<file path="config.mk">
export PLATFORM = sky130hd
export DESIGN_NAME = execute_mc
export DESIGN_NICKNAME = d
export VERILOG_FILES = /design/src/rtl/execute_mc.sv
export SDC_FILE = /design/constraint.sdc
export NUM_CORES = 2
export LEC_CHECK = 0
export ABC_AREA = 1
export CORE_MARGIN = 2
export CORE_UTILIZATION = 25
export CTS_CLUSTER_DIAMETER = 50
export DETAILED_ROUTE_END_ITERATION = 7
export GPL_TIMING_DRIVEN = 0
export MAX_ROUTING_LAYER = met4
export SYNTH_ARGS = -nofsm -noshare
export SYNTH_HDL_FRONTEND = slang
export SYNTH_SLANG_ARGS = --single-unit
</file>
<file path="constraint.sdc">
create_clock -name clk_i -period 7.08 [get_ports clk_i]
set_input_delay 2.124 -clock clk_i [delete_from_list [all_inputs] [get_ports clk_i]]
set_output_delay 2.124 -clock clk_i [all_outputs]
set_load 0.03 [all_outputs]
</file>
<file path="src/rtl/execute_mc.sv">
// Handshaked Y86 execute stage: computes valE, condition codes and cnd for one
// instruction at a time, with an iterative shift-add multiplier for OPQ ifun 4.
module execute_mc #(
  parameter int         XLEN   = 64,
  parameter bit         MUL_EN = 1'b1,
  parameter logic [2:0] CC_RST = 3'b001
) (
  input  logic            clk_i,
  input  logic            rst_i,
  input  logic            in_valid_i,
  output logic            in_ready_o,
  input  logic [3:0]      icode_i,
  input  logic [3:0]      ifun_i,
  input  logic [XLEN-1:0] vala_i,
  input  logic [XLEN-1:0] valb_i,
  input  logic [XLEN-1:0] valc_i,
  output logic            out_valid_o,
  input  logic            out_ready_i,
  output logic [XLEN-1:0] vale_o,
  output logic            cnd_o,
  output logic [2:0]      cc_o,
  output logic            busy_o
);

  localparam int CW = $clog2(XLEN);

  localparam logic [3:0] I_CMOVXX = 4'h2;
  localparam logic [3:0] I_IRMOVQ = 4'h3;
  localparam logic [3:0] I_RMMOVQ = 4'h4;
  localparam logic [3:0] I_MRMOVQ = 4'h5;
  localparam logic [3:0] I_OPQ    = 4'h6;
  localparam logic [3:0] I_CALL   = 4'h8;
  localparam logic [3:0] I_RET    = 4'h9;
  localparam logic [3:0] I_PUSHQ  = 4'hA;
  localparam logic [3:0] I_POPQ   = 4'hB;

  typedef enum logic [1:0] {IDLE, CALC, DONE} state_t;

  state_t            state_q, state_d;
  logic [XLEN-1:0]   vale_q;
  logic              cnd_q;
  logic [2:0]        cc_q;
  logic [XLEN-1:0]   mcand_q, mplier_q, acc_q;
  logic [CW-1:0]     cnt_q;

  logic              accept;
  logic              is_mul;
  logic              mul_last;
  logic [XLEN-1:0]   acc_sum;
  logic [XLEN-1:0]   alu_val;
  logic              alu_of;
  logic              cc_we;
  logic              cnd_eval;

  assign is_mul   = MUL_EN && (icode_i == I_OPQ) && (ifun_i == 4'd4);
  assign accept   = in_valid_i && in_ready_o;
  assign mul_last = (cnt_q == CW'(XLEN - 1));
  assign acc_sum  = acc_q + (mplier_q[0] ? mcand_q : '0);

  always_comb begin
    in_ready_o = 1'b0;
    state_d    = state_q;
    case (state_q)
      IDLE: begin
        in_ready_o = 1'b1;
        if (in_valid_i) state_d = is_mul ? CALC : DONE;
      end
      CALC: begin
        if (mul_last) state_d = DONE;
      end
      DONE: begin
        in_ready_o = out_ready_i;
        if (out_ready_i) begin
          if (in_valid_i) state_d = is_mul ? CALC : DONE;
          else            state_d = IDLE;
        end
      end
      default: state_d = IDLE;
    endcase
  end

  always_comb begin
    alu_val = '0;
    alu_of  = 1'b0;
    cc_we   = 1'b0;
    case (icode_i)
      I_IRMOVQ:           alu_val = valc_i;
      I_RMMOVQ, I_MRMOVQ: alu_val = valb_i + valc_i;
      I_CMOVXX:           alu_val = vala_i;
      I_CALL, I_PUSHQ:    alu_val = valb_i - XLEN'(8);
      I_RET, I_POPQ:      alu_val = valb_i + XLEN'(8);
      I_OPQ: begin
        cc_we = 1'b1;
        case (ifun_i)
          4'd1: begin
            alu_val = valb_i - vala_i;
            alu_of  = (valb_i[XLEN-1] != vala_i[XLEN-1]) &&
                      (alu_val[XLEN-1] != valb_i[XLEN-1]);
          end
          4'd2: alu_val = valb_i & vala_i;
          4'd3: alu_val = valb_i ^ vala_i;
          default: begin
            alu_val = valb_i + vala_i;
            alu_of  = (valb_i[XLEN-1] == vala_i[XLEN-1]) &&
                      (alu_val[XLEN-1] != vala_i[XLEN-1]);
          end
        endcase
      end
      default: alu_val = '0;
    endcase
  end

  // cnd always sees the flags as they stand before this instruction executes
  always_comb begin
    cnd_eval = 1'b0;
    case (ifun_i)
      4'd0: cnd_eval = 1'b1;
      4'd1: cnd_eval = (cc_q[1] ^ cc_q[2]) | cc_q[0];
      4'd2: cnd_eval = cc_q[1] ^ cc_q[2];
      4'd3: cnd_eval = cc_q[0];
      4'd4: cnd_eval = ~cc_q[0];
      4'd5: cnd_eval = ~(cc_q[1] ^ cc_q[2]);
      4'd6: cnd_eval = ~(cc_q[1] ^ cc_q[2]) & ~cc_q[0];
      default: cnd_eval = 1'b0;
    endcase
  end

  always_ff @(posedge clk_i) begin
    if (rst_i) begin
      state_q  <= IDLE;
      vale_q   <= '0;
      cnd_q    <= 1'b0;
      cc_q     <= CC_RST;
      mcand_q  <= '0;
      mplier_q <= '0;
      acc_q    <= '0;
      cnt_q    <= '0;
    end else begin
      state_q <= state_d;
      if (accept) begin
        cnd_q <= cnd_eval;
        if (is_mul) begin
          mcand_q  <= vala_i;
          mplier_q <= valb_i;
          acc_q    <= '0;
          cnt_q    <= '0;
        end else begin
          vale_q <= alu_val;
          if (cc_we) cc_q <= {alu_of, alu_val[XLEN-1], alu_val == '0};
        end
      end
      // One multiplier bit per cycle; the final iteration writes the result directly
      if (state_q == CALC) begin
        acc_q    <= acc_sum;
        mcand_q  <= mcand_q << 1;
        mplier_q <= mplier_q >> 1;
        cnt_q    <= cnt_q + CW'(1);
        if (mul_last) begin
          vale_q <= acc_sum;
          cc_q   <= {1'b0, acc_sum[XLEN-1], acc_sum == '0};
        end
      end
    end
  end

  assign out_valid_o = (state_q == DONE);
  assign busy_o      = (state_q == CALC);
  assign vale_o      = vale_q;
  assign cnd_o       = cnd_q;
  assign cc_o        = cc_q;

endmodule

</file>
# After elaboration in Yosys (flattened, before gate mapping)
# Cells that the tools add are included.
# word_totals
reg_bits	268
out_inout_bits	71
# classes
add_sub_neg	7
n_eq_ne	25
muxes	35
bitwise	7
n_reduce_logical	18
# op_table
operator	count
two-way mux 64 bit	11
case mux 64 bit (6 select lines)	1
adder 64 bit	3
case mux 64 bit (3 select lines)	1
two-way mux 63 bit	3
zero test 64 bit	2
adder 64 x 4 -> 64 bit, second input constant	1
AND 64 bit	1
subtractor 64 x 4 -> 64 bit, second input constant	1
subtractor 64 bit	1
XOR 64 bit	1
equality test 4 x 3 -> 1 bit, second input constant	6
two-way mux 6 bit	3
equality test 4 x 2 -> 1 bit, second input constant	4
equality test 4 bit, second input constant	4
two-way mux 3 bit	5
two-way mux 2 bit	5
OR reduction 2 bit	5
case mux 1 bit (7 select lines)	1
adder 6 x 1 -> 6 bit, second input constant	1
equality test 6 bit, second input constant	1
case mux 2 bit (3 select lines)	1
equality test 4 x 1 -> 1 bit, second input constant	1
logical AND 1 bit	4
other kinds (17)	25

# Logic depth before layout (Yosys ltp)
# logic_depth
depth_word	10
mapped_depth	30
ltp_nobuf	30

# Worst setup path after synthesis
# OpenSTA, ideal clock, no wires.
# synth_path
path_type	input -> output
startpoint	input port out_ready_i
endpoint	output port in_ready_o
arrival_time_ps	2669
required_ps	4956
path_slack_ps	2287
path_stages	2
cell_sequence	inv_1 > a21oi_1
# synth_between
elab_chain_cells	1
# synth_rtl
item	line_no	text
from (decl)	18	input logic out_ready_i,
case mux 1 bit (2 select lines)	63	case (state_q)
to (decl)	11	output logic in_ready_o,
# Every way passes these cells.

# Worst setup path after layout
# layout_path
startpoint	input port vala_i[28]
endpoint	register cc_q[0], in the netlist cc_o[0]
# layout_between
elab_chain_cells	9
word_cells_on_any_way	12
# layout_rtl
item	line_no	text
from (decl)	14	input logic [XLEN-1:0] vala_i,
adder 64 bit (tied with other cells)	103	alu_val = valb_i + vala_i;
case mux 64 bit (3 select lines)	94	case (ifun_i)
case mux 64 bit (6 select lines) *	86	case (icode_i)
zero test 64 bit *	149	if (cc_we) cc_q <= {alu_of, alu_val[XLEN-1], alu_val == '0};
two-way mux 3 bit *	149	
two-way mux 3 bit *	142	if (is_mul) begin
two-way mux 3 bit *	140	if (accept) begin
two-way mux 3 bit	158	if (mul_last) begin
two-way mux 3 bit *	153	if (state_q == CALC) begin
to (signal assigned)	149	
to (signal assigned)	160	cc_q <= {1'b0, acc_sum[XLEN-1], acc_sum == '0};
to (decl)	42	logic [2:0] cc_q;
# Mark *: on every way between the ends. The rest lies on a longest branch, timed or not.
# A chain may end at the register's enable or synchronous reset.

==> results.yml <==
die:
  die_area_um2: 166000
  placeableCoreArea_um2: 161000
  core.rowCount: 147
  die_width_um: 407
  design.portCount: 275
  chipHeight_um: 407
  initial_core_utilization_pct: 25.2
synth:
  ys_ff_latch: 268
  synth_top_cell_area_share_pct: 22.9
  dominantRegCellSynth: "sky130_fd_sc_hd__dfxtp_1"
  synth.yosys.seq_area_share_pct: 13.2
  syn-mean-instance-area_um2: 5.22
  synthesis.instances: 7781
  post_synthesis_net_count: 8246
  synth_edf_count: 0
  cell_taking_the_most_area_after_synthesis: "sky130_fd_sc_hd__nand2_1"
  synth.area.top_cells: "sky130_fd_sc_hd__nand2_1 (23%), sky130_fd_sc_hd__dfxtp_1 (13%), sky130_fd_sc_hd__inv_1 (11%)"
  fraction_of_registers_with_async_set_or_reset_after_synthesis_pct: 0
  synth_warnings: 0
  yosys.cell_types.count: 55
  syn-cell-area_um2: 40600
finish:
  layout.area.seq_um2: 5370
  multiInputGateArea_um2: 29700
  leading_cell_type_in_the_layout_fill_and_taps_excluded: "sky130_fd_sc_hd__nand2_1"
  nFillCells: 18900
  design.final.nets: 8550
  highest_count_cells_in_the_layout_ignoring_fill_and_taps: "sky130_fd_sc_hd__nand2_1 (2473), sky130_fd_sc_hd__inv_1 (1183), sky130_fd_sc_hd__nor2_1 (877)"
  layout-drive-gt1-share_pct: 1.79
  flow.area_growth_from_synthesis_pct: 16.3
global_routing:
  first_global_vias: 50000
  grt_util_met3_pct: 7.40
  grt_pass1_wl_um: 397000
  antenna_found_initial: 16
  grt_util_overall_pct: 35.4
  global_route.overflow_total: 0
  grt_most_used_layer: "met2"
  grtUsageMet1_pct: 47.8
  grt_use_met2_pct: 48.1
  grt_max_degree: 15
outcome:
  outcome: "finished with violations"
  violations: "setup timing"
detailed_routing:
  wl_per_cell_um: 29.0
  vias_per_cell: 5.50
  drt_wl_total_um: 298000
  drt-pass1-iter-count: 7
  drcViolationCount: 0
  antenna_left: 0
  drtIter0Drc: 8560
  vias: 56500
clock_network:
  insertion_delay_ps: 610
  cts-hold-fix-buffers: 0
  clkSinkCount: 268
  clk_pin_slew_worst_paths_ps: 70
  postCtsSetupBuffers: 0
  master_cell_of_the_clock_root_buffer: "sky130_fd_sc_hd__clkbuf_16"
  cts_tree: "built"
  cts_made_buffers: 31
  clk_path_buf_depth: 3
  cts_max_level: 1
critical_path:
  critical_path_start_end_classification: "primary input to flip-flop"
  worst-endpoint-arrival_ps: 7650
  setup.worst_path.start_class: "primary input"
  cp-end-kind: "flip-flop"
  critPathMaxFanout: 8
  worst-endpoint-required_ps: 7640
place:
  globalplace.congestion: 1.11
  dp.final_hpwl_um: 260000
  place.port_buffers: 273
sta:
  final-max-slew-violation-count: 0
  finalSetupViolations: 1
  setup_ws_ps: -15.9
  timing.clock.skew_ps: 27.0
  worst_slew_pin_slew_ps: 1430
  fin_crit_ps: 7100
  fmaxAchievable_mhz: 141
  setup_repair_after_global_routing_missed_its_margin: "false"
  fin_crit_sh_pct: 100
  maxSlewHeadroom_pct: 4.91
  fin_setup_tns_ps: -15.9
  hold-worst-slack_ps: 472
  final_hold_viol_count: 0
pwr:
  power_density_nw_per_um2: 151
  p_leak_nw: 22.0
  power.ir.vdd_worst_uv: 199
min_path:
  hold_class: "flip-flop to flip-flop"
run:
  max_cap_violations: 0
==> logic make-up after synthesis <==
| kind of cell | count (synthesis) | synth area share (%) |
|---|---|---|
| flops | 268 | 13.2 |
| compound gates | 1376 | 19.4 |
| simple gates | 4359 | 44.3 |
| buf+inv | 1459 | 13.7 |
| xor+xnor | 58 | 1.31 |
| fa+ha+maj | 261 | 8.11 |
==> path summary, 6_finish.rpt <==
kind | depth (start not counted) | from | to | slack [ps]
worst max register to register | 21 | mplier_q[0] | cc_o[0] | 690
worst min register to register | 2 | mplier_q[13] | mplier_q[12] | 470
worst min-delay path | 2 | mplier_q[13] | mplier_q[12] | 470
worst max-delay path | 25 | vala_i[28] | cc_o[0] | -20
==> state kept, by name (all words and copies together), names as in the netlist <==
| signal | cells |
|---|---|
| acc_q | 64 |
| mcand_q | 64 |
| mplier_q | 64 |
| vale_o | 64 |
| cnt_q | 6 |
| cc_o | 3 |
| state_q | 2 |
| cnd_o | 1 |
==> synth_stat cells (3+ instances only) <==
library cell and number:
sky130_fd_sc_hd__nand2_1 2473, sky130_fd_sc_hd__inv_1 1183, sky130_fd_sc_hd__nor2_1 879, sky130_fd_sc_hd__nand3_1 695, sky130_fd_sc_hd__a21oi_1 565, sky130_fd_sc_hd__o21ai_0 415, sky130_fd_sc_hd__dfxtp_1 268, sky130_fd_sc_hd__ha_1 257
sky130_fd_sc_hd__clkbuf_1 206, sky130_fd_sc_hd__a31oi_1 121, sky130_fd_sc_hd__nand4_1 107, sky130_fd_sc_hd__nor3_1 97, sky130_fd_sc_hd__a221oi_1 70, sky130_fd_sc_hd__o21bai_1 53, sky130_fd_sc_hd__a41oi_1 52, sky130_fd_sc_hd__nand3b_1 46
sky130_fd_sc_hd__xor2_1 38, sky130_fd_sc_hd__buf_1 31, sky130_fd_sc_hd__or2_2 24, sky130_fd_sc_hd__o211ai_1 21, sky130_fd_sc_hd__xnor2_1 17, sky130_fd_sc_hd__a21o_1 14, sky130_fd_sc_hd__buf_4 12, sky130_fd_sc_hd__o21ai_1 12
sky130_fd_sc_hd__buf_2 11, sky130_fd_sc_hd__nor4_1 11, sky130_fd_sc_hd__a211oi_1 10, sky130_fd_sc_hd__a21boi_0 10, sky130_fd_sc_hd__o21a_1 10, sky130_fd_sc_hd__nor2_2 8, sky130_fd_sc_hd__a22oi_1 6, sky130_fd_sc_hd__and2_1 6
sky130_fd_sc_hd__buf_6 5, sky130_fd_sc_hd__clkinv_1 5, sky130_fd_sc_hd__inv_2 5, sky130_fd_sc_hd__fa_1 4, sky130_fd_sc_hd__nand2_2 3, sky130_fd_sc_hd__o221ai_1 3, sky130_fd_sc_hd__o31ai_1 3, sky130_fd_sc_hd__xor2_2 3
==> per-layer routing <==
metal  vias up  routed length, um
met2      3496             116000
met4         0              21300
met3       559              33200
met5         -                  0
li1      25800                  -
met1     26600             128000
==> per-stage QoR <==
| stage | std cells | worst slack (ps) | cell area [um^2] | util, % | total power, W |
|---|---|---|---|---|---|
| final | 10300 | -15.9 | 47200 | 29.3 | 0.00711 |
| after global routing | 10300 | 2.07 | 47200 | 29.3 | 0.00735 |
| after CTS | 10300 | 21.6 | 47200 | 29.3 | 0.00694 |
| after detailed placement | 10200 | -733 | 46100 | 28.6 | 0.00518 |
| after global placement | 10200 | -787 | 46100 | 28.6 | 0.00517 |
| after floorplan | 7781 | 2290 | 40600 | - | 0.00355 |
==> cell type report <==
| class | instances | share of cell area (%) |
|---|---|---|
| Tap cell | 2160 | 5.72 |
| Sequential cell | 268 | 11.4 |
| Buffer | 261 | 2.28 |
| Antenna cell | 16 | 0.0848 |
| Inverter | 1194 | 9.49 |
| Clock inverter | 20 | 0.617 |
| Multi-Input combinational cell | 6054 | 62.9 |
| Clock buffer | 37 | 1.69 |
| Timing Repair Buffer | 275 | 5.84 |
==> worst max-delay path, cell delays in order <==
cell and delay [ps]:
sky130_fd_sc_hd__clkdlybuf4s50_1 960, sky130_fd_sc_hd__inv_1 190, sky130_fd_sc_hd__ha_1 330, sky130_fd_sc_hd__clkbuf_1 240, sky130_fd_sc_hd__inv_1 210, sky130_fd_sc_hd__nand2_1 120, sky130_fd_sc_hd__nor2_1 540, sky130_fd_sc_hd__inv_1 120
sky130_fd_sc_hd__nor2_1 110, sky130_fd_sc_hd__inv_1 200, sky130_fd_sc_hd__nor2_1 150, sky130_fd_sc_hd__inv_1 60, sky130_fd_sc_hd__o21ai_1 600, sky130_fd_sc_hd__nand3_1 220, sky130_fd_sc_hd__nand3_1 120, sky130_fd_sc_hd__nand3_1 80
sky130_fd_sc_hd__nand3_1 220, sky130_fd_sc_hd__nand3_1 270, sky130_fd_sc_hd__nor2_1 150, sky130_fd_sc_hd__nand2_1 90, sky130_fd_sc_hd__nor2_1 110, sky130_fd_sc_hd__nand2_1 160, sky130_fd_sc_hd__nand2_1 110, sky130_fd_sc_hd__nand2_1 50
sky130_fd_sc_hd__nand2_1 90
==> timing repair <==
item,CTS,global route
gates cloned,0,0
setup endpoints to repair,1,5
gates resized for setup,0,14
==> power breakdown <==
group / switching (W) / total [W] / leakage, nW / internal, W
clock network: 0.000750 / 0.00178 / 0.529 / 0.00103
logic: 0.00271 / 0.00359 / 19.3 / 0.000880
registers: 0.000105 / 0.00173 / 2.17 / 0.00163
Note: power is estimated with default switching activity, not from simulation.
